## config.mk

```make
export PLATFORM = sky130hd
export DESIGN_NAME = if_stage
export DESIGN_NICKNAME = d
export VERILOG_FILES = /design/src/rtl/mips_pkg.sv /design/src/rtl/pc_reg.sv /design/src/rtl/if_stage.sv
export SDC_FILE = /design/constraint.sdc
export NUM_CORES = 1
export LEC_CHECK = 0
export ABC_CLOCK_PERIOD_IN_PS = 1990
export CORE_MARGIN = 10
export CORE_UTILIZATION = 43
export DETAILED_ROUTE_END_ITERATION = 10
export GPL_TIMING_DRIVEN = 1
export MAX_ROUTING_LAYER = met4
export PLACE_DENSITY = 0.76
export SETUP_SLACK_MARGIN = 0.4
export SLEW_MARGIN = 25
export SYNTH_ARGS = -nofsm -noshare
export SYNTH_HDL_FRONTEND = slang
export SYNTH_SLANG_ARGS = --single-unit
```

## constraint.sdc

```tcl
create_clock -name clk -period 1.99 [get_ports clk]
set_clock_uncertainty 0.05 [all_clocks]
set_input_delay 0.597 -clock clk [delete_from_list [all_inputs] [get_ports clk]]
set_output_delay 0.597 -clock clk [all_outputs]
set_load 0.01 [all_outputs]
```

## src/rtl/mips_pkg.sv

```systemverilog
// rtl/mips_pkg.sv - shared constants, opcodes, FSM encoding and helpers for the fetch stage
//
// Purpose: common definitions imported by if_stage and pc_reg.
//   NOP_INSTR        : all-zero instruction loaded into flushed IF/ID slots
//   OP_*             : main-decoder opcode constants (instr[31:26])
//   DEFAULT_RESET_PC : default byte address loaded into PC on reset
//   if_state_e       : fetch FSM states (BOOT, RUN, PEND)
//   npc_sel_e        : next-PC mux select
package mips_pkg;

  localparam logic [31:0] NOP_INSTR        = 32'h0000_0000;
  localparam logic [31:0] DEFAULT_RESET_PC = 32'h0000_0000;

  localparam logic [5:0] OP_RTYPE = 6'b000000;
  localparam logic [5:0] OP_J     = 6'b000010;
  localparam logic [5:0] OP_BEQ   = 6'b000100;
  localparam logic [5:0] OP_ADDI  = 6'b001000;
  localparam logic [5:0] OP_SLTI  = 6'b001010;
  localparam logic [5:0] OP_ANDI  = 6'b001100;
  localparam logic [5:0] OP_ORI   = 6'b001101;
  localparam logic [5:0] OP_LW    = 6'b100011;
  localparam logic [5:0] OP_SW    = 6'b101011;

  typedef enum logic [1:0] {
    ST_BOOT = 2'd0,
    ST_RUN  = 2'd1,
    ST_PEND = 2'd2
  } if_state_e;

  typedef enum logic [1:0] {
    NPC_HOLD  = 2'd0,
    NPC_INC   = 2'd1,
    NPC_REDIR = 2'd2,
    NPC_PEND  = 2'd3
  } npc_sel_e;

  // Redirect targets are byte addresses; fetch is always word aligned.
  function automatic logic [31:0] word_align(input logic [31:0] addr);
    return {addr[31:2], 2'b00};
  endfunction

endpackage

```

## src/rtl/pc_reg.sv

```systemverilog
// rtl/pc_reg.sv - program counter register with next-PC mux
//
// Purpose: holds the fetch PC and selects the next PC.
// Ports:
//   clk            : clock, rising edge
//   reset          : synchronous active-high reset, loads RESET_PC
//   sel_i          : next-PC select (hold, increment, redirect, pending)
//   redirect_pc_i  : live redirect target (byte address)
//   pend_pc_i      : latched pending redirect target (byte address)
//   pc_o           : current PC
//   pc_plus4_o     : PC + 4, wrapping modulo 2^32
module pc_reg
  import mips_pkg::*;
#(
  parameter logic [31:0] RESET_PC = DEFAULT_RESET_PC
) (
  input  logic        clk,
  input  logic        reset,
  input  npc_sel_e    sel_i,
  input  logic [31:0] redirect_pc_i,
  input  logic [31:0] pend_pc_i,
  output logic [31:0] pc_o,
  output logic [31:0] pc_plus4_o
);

  logic [31:0] pc_q;
  logic [31:0] pc_d;

  // 32-bit add drops the carry, so FFFF_FFFC + 4 wraps to 0.
  assign pc_plus4_o = pc_q + 32'd4;
  assign pc_o       = pc_q;

  always_comb begin
    pc_d = pc_q;
    unique case (sel_i)
      NPC_HOLD:  pc_d = pc_q;
      NPC_INC:   pc_d = pc_plus4_o;
      NPC_REDIR: pc_d = word_align(redirect_pc_i);
      NPC_PEND:  pc_d = word_align(pend_pc_i);
      default:   pc_d = pc_q;
    endcase
  end

  always_ff @(posedge clk) begin
    if (reset) begin
      pc_q <= RESET_PC;
    end else begin
      pc_q <= pc_d;
    end
  end

endmodule

```

## src/rtl/if_stage.sv

```systemverilog
// rtl/if_stage.sv - instruction fetch stage with IF/ID register and deferred redirect
//
// Purpose: drives instruction memory from the PC, captures the fetched word
// into the IF/ID register, and handles stalls and branch/jump redirects.
// Optional feature macro: DELAY_SLOT_EN (when defined, the instruction fetched
// in the redirect cycle is kept as a delay slot instead of being flushed).
// Ports:
//   clk, reset    : clock and synchronous active-high reset
//   stall         : hazard hold of PC and IF/ID
//   redirect      : taken beq / j resolved in ID
//   redirect_pc   : redirect target byte address
//   imem_addr     : current PC to combinational-read instruction memory
//   imem_rdata    : instruction word at imem_addr
//   instr_out     : IF/ID instruction
//   op_out        : instr_out[31:26]
//   pc_plus4_out  : IF/ID fetch PC + 4
//   valid_out     : IF/ID holds a real instruction
module if_stage
  import mips_pkg::*;
#(
  parameter logic [31:0] RESET_PC = DEFAULT_RESET_PC
) (
  input  logic        clk,
  input  logic        reset,
  input  logic        stall,
  input  logic        redirect,
  input  logic [31:0] redirect_pc,
  output logic [31:0] imem_addr,
  input  logic [31:0] imem_rdata,
  output logic [31:0] instr_out,
  output logic [5:0]  op_out,
  output logic [31:0] pc_plus4_out,
  output logic        valid_out
);

  if_state_e   state_q;
  logic [31:0] pend_q;
  logic [31:0] instr_q;
  logic [31:0] pp4_q;
  logic        valid_q;

  logic [31:0] pc;
  logic [31:0] pc_plus4;
  npc_sel_e    npc_sel;
  logic        flush;

  pc_reg #(
    .RESET_PC (RESET_PC)
  ) u_pc_reg (
    .clk           (clk),
    .reset         (reset),
    .sel_i         (npc_sel),
    .redirect_pc_i (redirect_pc),
    .pend_pc_i     (pend_q),
    .pc_o          (pc),
    .pc_plus4_o    (pc_plus4)
  );

  // A live redirect beats a pending one when both are present in PEND.
  always_comb begin
    npc_sel = NPC_HOLD;
    unique case (state_q)
      ST_RUN:  if (!stall) npc_sel = redirect ? NPC_REDIR : NPC_INC;
      ST_PEND: if (!stall) npc_sel = redirect ? NPC_REDIR : NPC_PEND;
      default: npc_sel = NPC_HOLD;
    endcase
  end

  always_comb begin
`ifdef DELAY_SLOT_EN
    flush = 1'b0;
`else
    flush = (npc_sel == NPC_REDIR) || (npc_sel == NPC_PEND);
`endif
  end

  always_ff @(posedge clk) begin
    if (reset) begin
      state_q <= ST_BOOT;
      pend_q  <= 32'h0000_0000;
      instr_q <= NOP_INSTR;
      pp4_q   <= 32'h0000_0000;
      valid_q <= 1'b0;
    end else begin
      unique case (state_q)
        ST_BOOT: state_q <= ST_RUN;
        ST_RUN, ST_PEND: begin
          if (stall) begin
            if (redirect) begin
              pend_q  <= redirect_pc;
              state_q <= ST_PEND;
            end
          end else begin
            instr_q <= flush ? NOP_INSTR : imem_rdata;
            valid_q <= !flush;
            pp4_q   <= pc_plus4;
            state_q <= ST_RUN;
          end
        end
        default: state_q <= ST_BOOT;
      endcase
    end
  end

  assign imem_addr    = pc;
  assign instr_out    = instr_q;
  assign op_out       = instr_q[31:26];
  assign pc_plus4_out = pp4_q;
  assign valid_out    = valid_q;

endmodule
```

==> impl_metrics.env <==
export IMPL_worst_slack_ns=-0.01935
export IMPL_fp_dieW_um=137.5
export IMPL_arrival_ns=2.26
export IMPL_cts_tree="built"
export IMPL_critical_path_required_ns=2.24
export IMPL_ir_drop_v=0.0007036
export IMPL_start_kind="register"
export IMPL_hold_buffers=0
export IMPL_synth_cell_type_count=61
export IMPL_p_comb_share_pct=23.6
export IMPL_drt_initial_drc_count=616
export IMPL_globalplace_congestion=0.8982
export IMPL_wl_um=25930
export IMPL_num_vias=6945
export IMPL_synth_edf_count=0
export IMPL_rows=42
export IMPL_p_per_area_mw_per_mm2=760.2
export IMPL_grt_pass1_vias=6636
export IMPL_cp_slowest_stage_delay_ns=0.37
export IMPL_min_period_over_period_pct=101.0
export IMPL_whs_ns=0.4041
export IMPL_netSwitchingPower_mw=2.200
export IMPL_ant_nets=0
export IMPL_ff_latch_area_mm2=0.002621
export IMPL_p_seq_share_pct=36.5
export IMPL_numCtsBuffers=17
export IMPL_yosysTopAreaCellShare_pct=42.13
export IMPL_grt_antenna_before_repair=0
export IMPL_yosysSeqAreaShare_pct=42.13
export IMPL_setup_violations_final=1
export IMPL_synth_area_leader_cell="dfxtp_1"
export IMPL_diodes=0
export IMPL_coreArea_mm2=0.01340
export IMPL_drc=0
export IMPL_slowest_stage="dfxtp_4"
export IMPL_wl_per_cell_um=22.14
export IMPL_syn_instance_count=714
export IMPL_status="finished, violations left"
export IMPL_crit_path_end_kind="register"
export IMPL_dp_cells=1063
export IMPL_layout_drive_gt1_share_pct=45.53
export IMPL_dpl_hpwl_um=14980
export IMPL_cp_cell_sequence="inv_4 > ha_4 > nor2b_4 > buf_12 > o21ai_4 > a221o_1 > a21oi_2 > a2111oi_4"
export IMPL_clkLatencyLatePin_ns=0.43
export IMPL_clkSlewWorstSetupHoldPaths_ns=0.06
export IMPL_p_int_mw=5.540
export IMPL_layout_common_cells="96 x buf_4, 85 x nor2_1, 84 x nand2_1, 84 x dfxtp_1, 70 x buf_2"
export IMPL_layout_cells_non_filler=1171
export IMPL_drt_pass1_iterations=5
export IMPL_hold_viol=0
export IMPL_p_sw_share_pct=28.43
export IMPL_root_buffer="clkbuf_16"
export IMPL_final_common_cell="buf_4"
export IMPL_grt_max_degree=65
export IMPL_start_util_pct=44.32
export IMPL_leakagePower_nw=4.092
export IMPL_rsz0062_at_grt="yes"
export IMPL_total_power_mw=7.740
export IMPL_final_util_pct=75.99
export IMPL_period_minus_slack_ns=2.009
export IMPL_violations="setup timing"
export IMPL_fin_area_mm2=0.01018
export IMPL_grt_first_pass_wirelength_um=34440
export IMPL_synth_area_mm2=0.005939
export IMPL_grt_usage_pct=23.71
export IMPL_synthTopCellsByArea="dfxtp_1 42%, nor2_1 6.3%, nand2_1 5.8%"
export IMPL_clock_fmax_ghz=0.4977
export IMPL_async_reset_ff_share_pct=0
export IMPL_ys_ff_latch=125
export IMPL_nFillCells=827
export IMPL_avgSynthCellArea_um2=8.319
export IMPL_maxSlewViolCount=0
export IMPL_boundaryPins=171
export IMPL_critPathKind="register to register"
export IMPL_portBuffers=164
export IMPL_worstHoldPathType="register to register"
export IMPL_htree_levels=4
export IMPL_ctsLongestPathBuffers=2
export IMPL_nets=1056
export IMPL_syn_to_final_growth_pct=71.44
export IMPL_maxCapViolCount=0
export IMPL_die_h_um=137.5
export IMPL_detailed_place_area_mm2=0.008279
export IMPL_die_area_mm2=0.01891
export IMPL_via_per_inst=5.931
export IMPL_clock_sinks=125
export IMPL_path_delay_family="compound AO/OA/AOI/OAI gates"
export IMPL_grt_overflow_total=0
export IMPL_synthFlopType="dfxtp_1"
export IMPL_path_buf_inv=2
export IMPL_power_frac_clock_pct=39.9
export IMPL_critPathMaxFanout=6
export IMPL_yosys_warnings=0
export IMPL_multi_input_area_mm2=0.003889
worst reg2reg max path, stage by stage, from the launching register on:
cell	delay, ns
dfxtp_4	0.37
inv_4	0.05
ha_4	0.30
nor2b_4	0.24
buf_12	0.15
o21ai_4	0.10
a221o_1	0.36
a21oi_2	0.21
a2111oi_4	0.05
flip-flops by register name (all words and copies together) (netlist names):
name           count
state_q            2
u_pc_reg.pc_o     30
pend_q            30
pc_plus4_out      30
instr_out         32
valid_out          1
final timing paths:
check,start,endpoint,slack [ns],cells after the start
max,state_q[1],u_pc_reg.pc_o[18],-0.02,8
min,pend_q[25],pend_q[25],0.40,2
max reg2reg,state_q[1],u_pc_reg.pc_o[18],-0.02,8
min reg2reg,pend_q[25],pend_q[25],0.40,2
power groups by stage:
stage               sequential, mW  clock (mW)  combinational, mW
CTS                           2.81        3.07               1.47
global placement              2.87           0               1.36
finish                        2.82        3.09               1.82
global route                  2.84        3.22               1.92
detailed placement            2.88           0               1.38
floorplan                     2.92           0              0.631
cell usage after synthesis (12+ instances only):
cell type	number
nand2_1	91
xnor2_1	14
o21ai_0	13
buf_1	12
a21oi_1	60
dfxtp_1	125
a211oi_1	33
xor2_1	14
nor2_1	99
buf_4	13
mux2i_1	18
nand3_1	22
clkbuf_1	33
a22oi_1	34
per-stage QoR:
step | setup WS (ns) | TNS, ns
finish | -0.01935 | -0.01935
global route | -0.05645 | -0.3855
CTS | 0.09818 | 0
detailed placement | -0.5210 | -27.33
global placement | -0.4602 | -23.73
floorplan | 0.1509 | 0
cell families (layout without fill, tap and decap cells):
group                      Yosys count  after routing  synth area share, %
DFF                                125            125                42.13
muxes                               19             19                3.223
AOI/OAI and AO/OA                  184            185                20.64
buffers and inverters               77            354                5.898
other                                1              4              0.06314
xor gates and xnor gates            28             28                4.129
adders and majority gates            5              5                1.053
and+or+nand+nor                    275            275                22.86
layer usage:
layer | GRT usage (%) | wire length [µm] | share of wire, % | vias up
met5 | - | 0 | 0 | -
met4 | 10.42 | 1217 | 4.7 | 0
met3 | 6.373 | 2311 | 8.9 | 108
met2 | 38.80 | 12780 | 49 | 410
met1 | 26.68 | 9620 | 37 | 3356
li1 | - | - | - | 3071
layout make-up:
class	count	area share [%]
Multi-Input combinational cell	516	38.19
Timing Repair Buffer	314	27.83
Sequential cell	125	25.74
Clock buffer	25	4.866
Tap cell	176	2.163
Clock inverter	6	0.8233
Inverter	9	0.3809
what timing repair did:
| action | CTS | global route |
|---|---|---|
| setup buffers | 40 | 29 |
| setup endpoints to repair | 221 | 145 |
| resized for setup | 540 | 141 |
| pin swaps | 47 | 41 |
| gates cloned | 3 | 5 |
Note: power is estimated with default switching activity, not from simulation.
